File: src/rtl/machine_d_monitor_pkg.sv
// Shared constants for machine_d and its monitor: state width and default sizing.
// Ports: none (package only).
// Benches for machine_d and this monitor import the same values so they agree.
package machine_d_monitor_pkg;

   localparam int S_W         = 3;   // machine_d state width
   localparam int DEPTH_DEF   = 4;   // event FIFO entries
   localparam int CNT_W_DEF   = 8;   // rising-edge counter width
   localparam int RUN_LEN_DEF = 3;   // F-high cycles that raise the alarm

endpackage

File: src/rtl/machine_d_monitor_if.sv
// Bundle of the observed machine_d signals and the monitor's event/status outputs.
// Ports: F, S, rd_en driven by the master; ev_*, overflow, f_count, run_alarm by the monitor.
// The monitor side (slave) never stalls F/S; only rd_en is a handshake toward the FIFO.
interface machine_d_monitor_if
   import machine_d_monitor_pkg::*;
#(
   parameter int CNT_W = CNT_W_DEF
);
   logic             F;
   logic [S_W-1:0]   S;
   logic             rd_en;
   logic             ev_valid;
   logic [S_W-1:0]   ev_data;
   logic             ev_full;
   logic             overflow;
   logic [CNT_W-1:0] f_count;
   logic             run_alarm;

   modport master (
      output F, S, rd_en,
      input  ev_valid, ev_data, ev_full, overflow, f_count, run_alarm
   );

   modport slave (
      input  F, S, rd_en,
      output ev_valid, ev_data, ev_full, overflow, f_count, run_alarm
   );
endinterface

File: src/rtl/machine_d_monitor_event_fifo.sv
// Generic synchronous show-ahead FIFO; dout shows the oldest entry whenever valid.
// Ports: clk/rst, push+din, pop, dout/valid/full status, drop pulse for a rejected push.
// Latency: one edge from push to valid; a push into a full FIFO is dropped unless a pop frees a slot on the same edge.
module event_fifo #(
   parameter int W     = 3,
   parameter int DEPTH = 4
) (
   input  logic         clk,
   input  logic         rst,
   input  logic         push,
   input  logic [W-1:0] din,
   input  logic         pop,
   output logic [W-1:0] dout,
   output logic         valid,
   output logic         full,
   output logic         drop
);
   localparam int            AW       = $clog2(DEPTH);
   localparam logic [AW:0]   FULL_CNT = (AW+1)'(DEPTH);

   logic [W-1:0]  mem [DEPTH];
   logic [AW-1:0] rd_ptr;
   logic [AW-1:0] wr_ptr;
   logic [AW:0]   count;
   logic          pop_eff;
   logic          push_eff;

   assign valid    = (count != '0);
   assign full     = (count == FULL_CNT);
   // Pop on empty is ignored; a pop on full makes room for a same-edge push.
   assign pop_eff  = pop && valid;
   assign push_eff = push && (!full || pop_eff);
   assign drop     = push && full && !pop_eff;
   // Gate so dout reads zero while empty (stale storage is never exposed).
   assign dout     = valid ? mem[rd_ptr] : '0;

   always_ff @(posedge clk) begin
      if (rst) begin
         rd_ptr <= '0;
         wr_ptr <= '0;
         count  <= '0;
      end else begin
         if (push_eff) wr_ptr <= wr_ptr + 1'b1;
         if (pop_eff)  rd_ptr <= rd_ptr + 1'b1;
         case ({push_eff, pop_eff})
            2'b10:   count <= count + 1'b1;
            2'b01:   count <= count - 1'b1;
            default: count <= count;
         endcase
      end
   end

   // Storage needs no reset: contents are only visible through valid.
   always_ff @(posedge clk) begin
      if (push_eff) mem[wr_ptr] <= din;
   end
endmodule

File: src/rtl/machine_d_monitor.sv
// Observer for machine_d: counts F rising edges, flags long F-high runs, logs S changes.
// Ports: CLK, RESET (sync, active-high), mon (slave side of machine_d_monitor_if).
// Latency: every output updates on the edge that samples its cause; F/S are never stalled, overflowing events are dropped and flagged.
module machine_d_monitor
   import machine_d_monitor_pkg::*;
#(
   parameter int DEPTH   = DEPTH_DEF,
   parameter int CNT_W   = CNT_W_DEF,
   parameter int RUN_LEN = RUN_LEN_DEF
) (
   input logic                  CLK,
   input logic                  RESET,
   machine_d_monitor_if.slave   mon
);
   localparam int             RW      = $clog2(RUN_LEN + 1);
   localparam logic [RW-1:0]  RUN_MAX = RW'(RUN_LEN);

   logic             prev_F;
   logic [S_W-1:0]   prev_S;
   logic             prev_valid;
   logic [RW-1:0]    run_cnt;
   logic [RW-1:0]    run_nxt;
   logic [CNT_W-1:0] f_count;
   logic             run_alarm;
   logic             overflow;
   logic             push;
   logic             drop;

   // No event on the first sample after reset: prev_S is not yet meaningful.
   assign push = prev_valid && (mon.S != prev_S);

   always_comb begin
      run_nxt = run_cnt;
      if (!mon.F)
         run_nxt = '0;
      else if (run_cnt != RUN_MAX)
         run_nxt = run_cnt + 1'b1;
   end

   always_ff @(posedge CLK) begin
      if (RESET) begin
         prev_F     <= 1'b0;
         prev_S     <= '0;
         prev_valid <= 1'b0;
         run_cnt    <= '0;
         run_alarm  <= 1'b0;
         f_count    <= '0;
         overflow   <= 1'b0;
      end else begin
         prev_F     <= mon.F;
         prev_S     <= mon.S;
         prev_valid <= 1'b1;
         run_cnt    <= run_nxt;
         run_alarm  <= (run_nxt == RUN_MAX);
         if (mon.F && !prev_F && (f_count != {CNT_W{1'b1}}))
            f_count <= f_count + 1'b1;
         if (drop)
            overflow <= 1'b1;
      end
   end

   event_fifo #(
      .W     (S_W),
      .DEPTH (DEPTH)
   ) u_event_fifo (
      .clk   (CLK),
      .rst   (RESET),
      .push  (push),
      .din   (mon.S),
      .pop   (mon.rd_en),
      .dout  (mon.ev_data),
      .valid (mon.ev_valid),
      .full  (mon.ev_full),
      .drop  (drop)
   );

   assign mon.f_count   = f_count;
   assign mon.run_alarm = run_alarm;
   assign mon.overflow  = overflow;
endmodule

File: src/flat_wrapper.sv
// flat-port wrapper written by rule: the top's interface ports become plain ports
module machine_d_monitor_flat import machine_d_monitor_pkg::*;
#(
   parameter int DEPTH   = DEPTH_DEF,
   parameter int CNT_W   = CNT_W_DEF,
   parameter int RUN_LEN = RUN_LEN_DEF
)
  (CLK, RESET, mon_F, mon_S, mon_rd_en, mon_ev_valid, mon_ev_data, mon_ev_full, mon_overflow, mon_f_count, mon_run_alarm);
  machine_d_monitor_if #(.CNT_W(CNT_W)) mon_i ();
  input logic CLK;
  input logic RESET;
  input wire logic [$bits(mon_i.F)-1:0] mon_F;
  input wire logic [$bits(mon_i.S)-1:0] mon_S;
  input wire logic [$bits(mon_i.rd_en)-1:0] mon_rd_en;
  output wire logic [$bits(mon_i.ev_valid)-1:0] mon_ev_valid;
  output wire logic [$bits(mon_i.ev_data)-1:0] mon_ev_data;
  output wire logic [$bits(mon_i.ev_full)-1:0] mon_ev_full;
  output wire logic [$bits(mon_i.overflow)-1:0] mon_overflow;
  output wire logic [$bits(mon_i.f_count)-1:0] mon_f_count;
  output wire logic [$bits(mon_i.run_alarm)-1:0] mon_run_alarm;
  assign mon_i.F = mon_F;
  assign mon_i.S = mon_S;
  assign mon_i.rd_en = mon_rd_en;
  assign mon_ev_valid = mon_i.ev_valid;
  assign mon_ev_data = mon_i.ev_data;
  assign mon_ev_full = mon_i.ev_full;
  assign mon_overflow = mon_i.overflow;
  assign mon_f_count = mon_i.f_count;
  assign mon_run_alarm = mon_i.run_alarm;
  machine_d_monitor #(.DEPTH(DEPTH), .CNT_W(CNT_W), .RUN_LEN(RUN_LEN)) u_core (.CLK(CLK), .RESET(RESET), .mon(mon_i));
endmodule
File: config.mk
export PLATFORM = sky130hd
export DESIGN_NAME = machine_d_monitor_flat
export DESIGN_NICKNAME = d
export VERILOG_FILES = /design/src/rtl/machine_d_monitor_pkg.sv /design/src/rtl/machine_d_monitor_if.sv /design/src/rtl/machine_d_monitor_event_fifo.sv /design/src/rtl/machine_d_monitor.sv /design/src/flat_wrapper.sv
export SDC_FILE = /design/constraint.sdc
export NUM_CORES = 1
export LEC_CHECK = 0
export CAP_MARGIN = 10
export CORE_MARGIN = 3
export CORE_UTILIZATION = 48
export CTS_CLUSTER_SIZE = 30
export DETAILED_ROUTE_END_ITERATION = 7
export MAX_ROUTING_LAYER = met4
export PLACE_DENSITY = 0.76
export SLEW_MARGIN = 30
export SYNTH_ARGS = -nofsm -noshare
export SYNTH_HDL_FRONTEND = slang
export SYNTH_SLANG_ARGS = --single-unit
File: constraint.sdc
create_clock -name CLK -period 2 [get_ports CLK]
set_input_delay 0.4 -clock CLK [delete_from_list [all_inputs] [get_ports CLK]]
set_output_delay 0.4 -clock CLK [all_outputs]
set_load 0.05 [all_outputs]
## Word level (Yosys, flattened, before mapping)

Memories as Yosys holds them, arrays and structs flattened. A register that Yosys moved wholly into a read port is not among the register bits.
Index checks and enable logic that the tools add are counted.

- Shift operators: 0
- Multiplexer cells: 9
- Reduce and logical (&&, ||, !) cells: 13
- Divide/modulo/power cells: 0
- Equality and inequality tests: 7
- Multiply operators: 0
- $lt $le $gt $ge: 0
- Add/sub/neg operators: 6
- Bitwise operators: 0

Operator list:

| kind | count |
|---|---|
| $add 8x1->8 const B | 1 |
| $mux 2 | 4 |
| $ne 8x8->1 const B | 1 |
| $logic_and 1x1->1 | 7 |
| $add 2x1->2 const B | 3 |
| $pmux 3 s2 | 1 |
| $eq 2x2->1 const B | 2 |
| $add 3x1->3 const B | 1 |
| $eq 3x3->1 const B | 1 |
| $logic_not 1->1 | 3 |
| $mux 1 | 3 |
| $mux 3 | 1 |
| $ne 3x3->1 | 1 |
| $reduce_bool 3->1 | 1 |
| $sub 3x1->3 const B | 1 |
| $eq 2x1->1 const B | 1 |
| $ne 2x2->1 const B | 1 |
| $reduce_bool 2->1 | 1 |
| $logic_or 1x1->1 | 1 |

- Output and inout port bits: 15
- Bits of input ports: 7
- Bits in latches: 0
- Bits in writable memories: 12
- Bits in read-only memories: 0
- Register bits: 24
- Word-level logic and storage cells: 46
- Memories: 1

Memories:

| memory | words | width | rd ports | clocked after Yosys merged registers in | write ports | RTL line | text |
|---|---|---|---|---|---|---|---|
| u_core.u_event_fifo.mem | 4 | 3 | 1 | 1 | 1 | machine_d_monitor_event_fifo.sv:21 | `logic [W-1:0] mem [DEPTH];` |

## Longest topological paths before layout

Gate-level depths: netlist of the first run.

- Word-level depth: 6
- Mapped depth: 7
- Depth with buffers taken out: 7

## Hierarchy

A second synthesis of the first run with hierarchy kept.

- Cells, all modules: 149
- Area total of the unflattened synthesis: 1656.6 µm²

Modules (own cells, without submodules):

| module | cells an instance | instances | area an instance (µm²) | sequential area each (µm²) |
|---|---|---|---|---|
| event_fifo | 80 | 1 | 994.7 | 540.5 |
| machine_d_monitor | 69 | 1 | 661.9 | 340.3 |

## Worst setup path after synthesis of the first run

No wires, ideal clock.

- Path type: in2reg
- From: in mon_S[0]
- To: reg u_core.u_event_fifo.count[2]
- Arrival time: 1.975 ns
- Setup time: 0.121 ns
- Stages on the path: 6
- Data required time: 1.879 ns
- Path buffers: 0
- Slack: -0.096 ns
- Path through: xor2_1 > o31a_1 > nand2b_4 > fa_1 > mux2_4 > mux2_4

- Word-level cells in the longest chain between the ends: 5
- Elaborated cells on any way between the ends: 7
- Classes of those cells: 3 x eq/ne; 1 x mux; 3 x reduce/logical

RTL lines:

| item | RTL line | text |
|---|---|---|
| start, declared | flat_wrapper.sv:13 | `input wire logic [$bits(mon_i.S)-1:0] mon_S;` |
| $ne 3x3->1 (*) | machine_d_monitor.sv:30 | `assign push = prev_valid && (mon.S != prev_S);` |
| $logic_and 1x1->1 (*) | machine_d_monitor.sv:30 |  |
| $logic_and 1x1->1 (*) | machine_d_monitor_event_fifo.sv:32 | `assign push_eff = push && (!full \|\| pop_eff);` |
| $eq 2x1->1 or $eq 2x2->1 (tied branches) | machine_d_monitor_event_fifo.sv:45 | `case ({push_eff, pop_eff})` |
| $pmux 3 s2 or $reduce_bool 2->1 (tied branches) | -- |  |
| end signal, assigned | machine_d_monitor_event_fifo.sv:46 | `2'b10: count <= count + 1'b1;` |
| end signal, assigned | machine_d_monitor_event_fifo.sv:47 | `2'b01: count <= count - 1'b1;` |
| end signal, assigned | machine_d_monitor_event_fifo.sv:48 | `default: count <= count;` |
| end, declared | machine_d_monitor_event_fifo.sv:24 | `logic [AW:0] count;` |

Mark *: on every way between the ends. The rest lies on a longest branch, timed or not.
A chain may end at the register's enable or synchronous reset.

## Worst setup path in the final report of the first run

- From: in mon_S[1]
- To: reg u_core.u_event_fifo.count[2]

Same word-level chain as after synthesis.

==> flow_summary.json, run 1 <==
{
  "status": "complete, but fails checks",
  "violations": "negative setup slack",
  "grt_overflow": 0,
  "vias_per_cell": 4.93,
  "start_util_pct": 50.9,
  "leakage_uw": 0.000863,
  "fin_ws_ns": -0.00195,
  "synth.most_common_cell": "dfxtp_1",
  "vdd_ir_drop_max_mv": 0.623,
  "r2r_end": "u_core.u_event_fifo.count[2]$_SDFFE_PP0P_",
  "cp-start-kind": "input port",
  "ys.flop_type": "dfxtp_1",
  "cp_top_family": "multiplexers",
  "cts_num_sinks": 38,
  "grt_max_degree": 12,
  "hold_path_depth": 1,
  "synth_area_um2": 1580,
  "yosys_register_bits": 38,
  "worstRegToRegCells": 6,
  "cpPeakStageDelay_ns": 0.33,
  "clk_latency_ns": 0.33,
  "antenna_cells": 0,
  "pin_count": 22,
  "critical_path_class": "in2reg",
  "fin_skew_ns": 0.00940,
  "whs_endpoint": "u_core.u_event_fifo.mem[0][1]$_DFFE_PP_",
  "r2r_start": "u_core.prev_S[1]$_SDFF_PP0_",
  "p_sw_share_pct": 37.5,
  "die_y_um": 63.4,
  "hold_start": "mon_S[1]",
  "postCtsSetupBuffers": 0,
  "pwr-share-seq_pct": 42.8,
  "synth_edf_count": 12,
  "place.gp.congestion": 0.739,
  "dieWidth_um": 63.4,
  "die_area_um2": 4020,
  "drtIter0Drc": 24,
  "worst-path-buf-inv": 1,
  "root_buffer": "clkbuf_4",
  "hold_viol": 0,
  "worstPathCellList": "dlygate4sd2_1 > xor2_1 > o31a_1 > nand2b_4 > fa_2 > mux2_4 > mux2_4",
  "arrival_ns": 2.23,
  "cts_htree_levels": 2,
  "hold_path.class": "in2reg",
  "grt_usage_pct": 15.2,
  "ctsLongestPathBuffers": 2,
  "grt_pass1_vias": 1044,
  "timing.fmax_mhz": 500,
  "power_density_nw_per_um2": 1170,
  "cp_common_cell": "mux2_4",
  "drc": 0,
  "dpl.hpwl_mm": 2.05,
  "nets": 184,
  "rows": 20,
  "ant_nets": 0,
  "rsz0062_at_grt": "yes",
  "p_int_uw": 1450,
  "power_frac_comb_pct": 41.9,
  "post-route-period-util_pct": 100,
  "cp_slowest_cell": "fa_2",
  "r2r_slack_ns": 0.01,
  "cp_max_fo": 3,
  "area_growth_pct": 25.8,
  "synth_top_area_share_pct": 32.9,
  "path_clk_slew_ns": 0.10,
  "power.switching_uw": 873,
  "placed_area_um2": 1900,
  "cap_viol_max_count": 0,
  "nFillCells": 268,
  "power.total_uw": 2330,
  "io_buffers": 21,
  "vias": 1065,
  "drive_above_1_share_pct": 19.2,
  "ys_seq_area_share_pct": 55.7,
  "numCtsBuffers": 5,
  "worstMarginPinSlew_ns": 0.518,
  "end_kind": "flip-flop",
  "worstPathRequired_ns": 2.22,
  "yosys.area.top_type": "dfxtp_1",
  "antenna_found_initial": 0,
  "power_frac_clock_pct": 15.3,
  "syn_nets": 148,
  "slew_violations": 0,
  "yosysUniqueCellTypes": 31,
  "period_needed_ns": 2.00,
  "fin_area_um2": 1990,
  "core-area_um2": 3100,
  "slew_headroom_pct": 65.4,
  "post_drt_wl_per_cell_um": 12.8,
  "grt_pass1_wl_mm": 4.55,
  "setup_viol": 1,
  "hold_buffers": 0,
  "cts_tree": "built",
  "syn_inst": 135,
  "ys_top_cells_by_area": "dfxtp_1, edfxtp_1, nor2_1",
  "yosys_warnings": 0,
  "routed_wl_mm": 2.76,
  "async_flop_share_pct": 0,
  "ctsResizeCount": 6,
  "avgSynthCellArea_um2": 11.7,
  "firstDrtPassIters": 4,
  "ys_top_cells_by_count": "dfxtp_1, nor2_1, edfxtp_1"
}
==> metal layers <==
layer	track usage, %	share of wire (%)	wire (um)
met5	-	0	0
met4	4.85	1.5	40
met3	5.53	6.2	171
met2	25.2	50	1390
met1	17.0	42	1160
==> worst max path at each step <==
| stage | startpoint | endpoint | slack (ns) | cells past startpoint |
|---|---|---|---|---|
| 3_5_place_dp | mon_S[1] | u_core.u_event_fifo.count[2]$_SDFFE_PP0P_ | -0.56 | 7 |
| 2_1_floorplan | mon_S[1] | u_core.u_event_fifo.count[2]$_SDFFE_PP0P_ | -0.05 | 6 |
| 4_1_cts | mon_S[1] | u_core.u_event_fifo.count[2]$_SDFFE_PP0P_ | 0.004 | 7 |
| 6_report | mon_S[1] | u_core.u_event_fifo.count[2]$_SDFFE_PP0P_ | -0.002 | 7 |
| 3_3_place_gp | mon_S[1] | u_core.u_event_fifo.count[2]$_SDFFE_PP0P_ | -0.53 | 7 |
| 5_1_grt | u_core.prev_S[1]$_SDFF_PP0_ | u_core.u_event_fifo.count[2]$_SDFFE_PP0P_ | -0.04 | 6 |
==> logic make-up after synthesis <==
family                     Yosys count  share of synthesized area, %
AOI/OAI and AO/OA                   12                          6.26
xor gates and xnor gates            12                          6.65
adders and majority gates            6                          5.23
buffers and inverters               11                          2.61
DFF                                 38                          55.7
muxes                                8                          8.15
and+or+nand+nor                     48                          15.4
==> cells in the final DEF, fill, tap and decap left out, types with 2 or more instances in the layout <==
cell type | synthesis | layout
clkdlybuf4s50_1 | 0 | 7
and2_1 | 4 | 4
inv_1 | 9 | 9
a21oi_1 | 4 | 4
dlygate4sd2_1 | 0 | 4
clkbuf_4 | 0 | 5
ha_1 | 5 | 5
o31a_1 | 2 | 2
mux4_2 | 3 | 3
dlymetal6s2s_1 | 0 | 5
buf_4 | 0 | 12
buf_6 | 0 | 3
nor2b_1 | 9 | 8
mux2i_1 | 2 | 2
dfxtp_1 | 26 | 25
edfxtp_1 | 12 | 12
nand4_1 | 2 | 2
xor2_1 | 5 | 5
mux2_4 | 2 | 2
nor2_1 | 20 | 20
xnor2_1 | 7 | 7
nand2_1 | 7 | 7
==> power by group through the flow <==
stage / Sequential (uW) / Combinational, uW / Clock (uW)
6_report: 996 / 975 / 356
5_1_grt: 1010 / 1050 / 410
4_1_cts: 991 / 926 / 370
3_5_place_dp: 1000 / 924 / 0
3_3_place_gp: 997 / 904 / 0
2_1_floorplan: 1000 / 658 / 0
==> worst register-to-register path, stage by stage (launching register included) <==
cell,delay [ns]
dfxtp_1,0.32
xor2_1,0.16
o31a_1,0.32
nand2b_4,0.15
fa_2,0.33
mux2_4,0.31
mux2_4,0.29
==> per-stage QoR <==
step / worst slack [ns] / std cells / TNS, ns / utilization [%] / hold WS (ns)
after global routing: -0.0437 / 216 / -0.0437 / 64.1 / 0.448
after global placement: -0.527 / 208 / -4.23 / 61.3 / 0.416
after detailed placement: -0.559 / 208 / -5.13 / 61.3 / 0.450
after floorplan: -0.0509 / 135 / -0.0509 / - / 0.408
final: -0.00195 / 216 / -0.00195 / 64.1 / 0.441
after CTS: 0.00440 / 216 / 0 / 62.9 / 0.433
==> state kept, by name, indices dropped and copies added (netlist names), named ones only <==
| register | flops |
|---|---|
| u_core.u_event_fifo.mem | 12 |
| u_core.mon.f_count | 8 |
| u_core.prev_S | 3 |
| u_core.u_event_fifo.count | 3 |
| u_core.run_cnt | 2 |
| u_core.u_event_fifo.rd_ptr | 2 |
| u_core.u_event_fifo.wr_ptr | 2 |
| u_core.mon.overflow | 1 |
| u_core.mon.run_alarm | 1 |
| u_core.prev_F | 1 |
| u_core.prev_valid | 1 |
==> layout make-up <==
type                            instances  area, um^2  area share (%)
Clock inverter                          2        8.76           0.441
Multi-Input combinational cell         86         673            33.9
Timing Repair Buffer                   31         292            14.7
Inverter                                9        33.8            1.70
Clock buffer                            6        41.3            2.08
Sequential cell                        38         885            44.5
Tap cell                               44        55.1            2.77
Power figures use the tool's default switching activity.
==> inputs of run 2 (changes only) <==
--- a/config.mk
+++ b/config.mk
@@ -12,6 +12,7 @@
 export DETAILED_ROUTE_END_ITERATION = 7
 export MAX_ROUTING_LAYER = met4
 export PLACE_DENSITY = 0.76
+export SKIP_CTS_REPAIR_TIMING = 1
 export SLEW_MARGIN = 30
 export SYNTH_ARGS = -nofsm -noshare
 export SYNTH_HDL_FRONTEND = slang
==> run 2 against run 1 <==
Against the previous run:
- the run now ends clean
- sequential share of layout area decreased by 0.33 points
- worst hold slack worse by 0.10 ns
- sequential power hardly changed
- sequential cell count unchanged
- core utilization grew 0.48 points
- via count increased by 0.19%
- clock skew unchanged
- total power about the same
- die area unchanged
- critical endpoint unchanged
==> flow_summary.json, run 2 (same netlist as run 1, synthesis figures left out) <==
{
  "nFillCells": 264,
  "dpl.hpwl_mm": 2.05,
  "die_y_um": 63.4,
  "antenna_found_initial": 0,
  "vias_per_cell": 4.94,
  "cpPeakStageDelay_ns": 0.33,
  "root_buffer": "clkbuf_4",
  "ant_nets": 0,
  "grt_pass1_vias": 1044,
  "nets": 184,
  "worstPathRequired_ns": 2.22,
  "drc": 0,
  "slew_headroom_pct": 65.5,
  "cap_viol_max_count": 0,
  "clk_latency_ns": 0.33,
  "hold_path.class": "in2reg",
  "status": "finished clean",
  "final_util_pct": 64.6,
  "worst-path-buf-inv": 0,
  "arrival_ns": 2.21,
  "firstDrtPassIters": 4,
  "setup_viol": 0,
  "layout_commonest_cell": "dfxtp_1",
  "rows": 20,
  "slew_violations": 0,
  "largest_register_ffs": 12,
  "cp_num_cells": 6,
  "cp_max_fo": 2,
  "routed.top_layer": "met4",
  "area_growth_pct": 26.8,
  "critical_path_class": "reg2reg",
  "antenna_cells": 0,
  "ctsLongestPathBuffers": 2,
  "pre_cts_slack_ns": -0.559,
  "vias": 1067,
  "hold_path_depth": 1,
  "core-area_um2": 3100,
  "dp_cells": 208,
  "cts_tree": "built",
  "cp_common_cell": "mux2_4",
  "start_util_pct": 50.9,
  "worstMarginPinSlew_ns": 0.517,
  "cp-start-kind": "flip-flop",
  "end_kind": "flip-flop",
  "timing.fmax_mhz": 503,
  "place.gp.congestion": 0.739,
  "leakage_uw": 0.000900,
  "met1_length_mm": 1.15,
  "grt_pass1_wl_mm": 4.55,
  "vdd_ir_drop_max_mv": 0.623,
  "cts_htree_levels": 2,
  "io_buffers": 21,
  "period_needed_ns": 1.99,
  "path_clk_slew_ns": 0.10,
  "dieWidth_um": 63.4,
  "wl_met3_um": 177,
  "post-route-period-util_pct": 99.4,
  "die_area_um2": 4020,
  "drive_above_1_share_pct": 19.2,
  "numCtsBuffers": 5,
  "grt_usage_pct": 15.2,
  "worstPathCellList": "xor2_1 > o31a_1 > nand2b_4 > fa_2 > mux2_4 > mux2_4",
  "cts_num_sinks": 38,
  "routed_wl_mm": 2.76,
  "stdcell_count": 216,
  "grt_overflow": 0,
  "power_density_nw_per_um2": 1160,
  "fin_ws_ns": 0.0126,
  "reg_top3": "u_core.u_event_fifo.mem (12), u_core.mon.f_count (8)",
  "post_drt_wl_per_cell_um": 12.8,
  "worstRegToRegCells": 6,
  "final_cell_mix": "dfxtp_1, nor2_1, buf_4, edfxtp_1",
  "regMostFlops": "u_core.u_event_fifo.mem",
  "wl_met2_mm": 1.39,
  "hold_viol": 0,
  "grt_max_degree": 12,
  "fin_skew_ns": 0.00940,
  "drtIter0Drc": 25,
  "rsz0062_at_grt": "yes",
  "pin_count": 22,
  "cp_top_family": "multiplexers",
  "cp_slowest_cell": "fa_2"
}
run 2: worst register-to-register path, stage by stage (launching register included):
cell	delay (ns)
dfxtp_1	0.32
xor2_1	0.16
o31a_1	0.32
nand2b_4	0.15
fa_2	0.33
mux2_4	0.31
mux2_4	0.29
run 2: power breakdown:
| group | switching, uW | internal [uW] | total [uW] |
|---|---|---|---|
| Sequential | 96.2 | 900 | 996 |
| Clock | 224 | 132 | 356 |
| Combinational | 553 | 424 | 977 |
run 2: path summary, 6_finish.rpt:
kind / slack, ns / startpoint / end
setup / recovery: 0.01 / u_core.prev_S[1]$_SDFF_PP0_ / u_core.u_event_fifo.count[2]$_SDFFE_PP0P_
hold / removal: 0.34 / mon_S[1] / u_core.u_event_fifo.mem[0][1]$_DFFE_PP_
setup reg to reg: 0.01 / u_core.prev_S[1]$_SDFF_PP0_ / u_core.u_event_fifo.count[2]$_SDFFE_PP0P_
hold reg to reg: 0.46 / u_core.run_cnt[0]$_SDFF_PP0_ / u_core.run_cnt[0]$_SDFF_PP0_
run 2: layout make-up:
cell class / count / area (um^2) / area share (%)
multi-input combinational: 86 / 673 / 33.6
timing repair buffer: 31 / 307 / 15.3
tap: 44 / 55.1 / 2.75
clock buffer: 6 / 41.3 / 2.06
sequential: 38 / 885 / 44.2
inverter: 9 / 33.8 / 1.69
clock inverter: 2 / 8.76 / 0.437
run 2: stage by stage:
step           hold slack (ns)  setup TNS, ns  area [um^2]  total power [uW]
6_report                 0.338              0         2000              2330
5_1_grt                  0.346        -0.0452         2000              2470
4_1_cts                  0.464         -0.434         1950              2280
3_5_place_dp             0.450          -5.13         1900              1930
3_3_place_gp             0.416          -4.23         1900              1900
2_1_floorplan            0.408        -0.0509         1580              1660
run 2: routing by layer:
layer,up-vias,track usage [%]
li1,536,-
met1,503,16.9
met2,22,25.2
met3,6,5.53
met4,0,4.85
met5,-,-
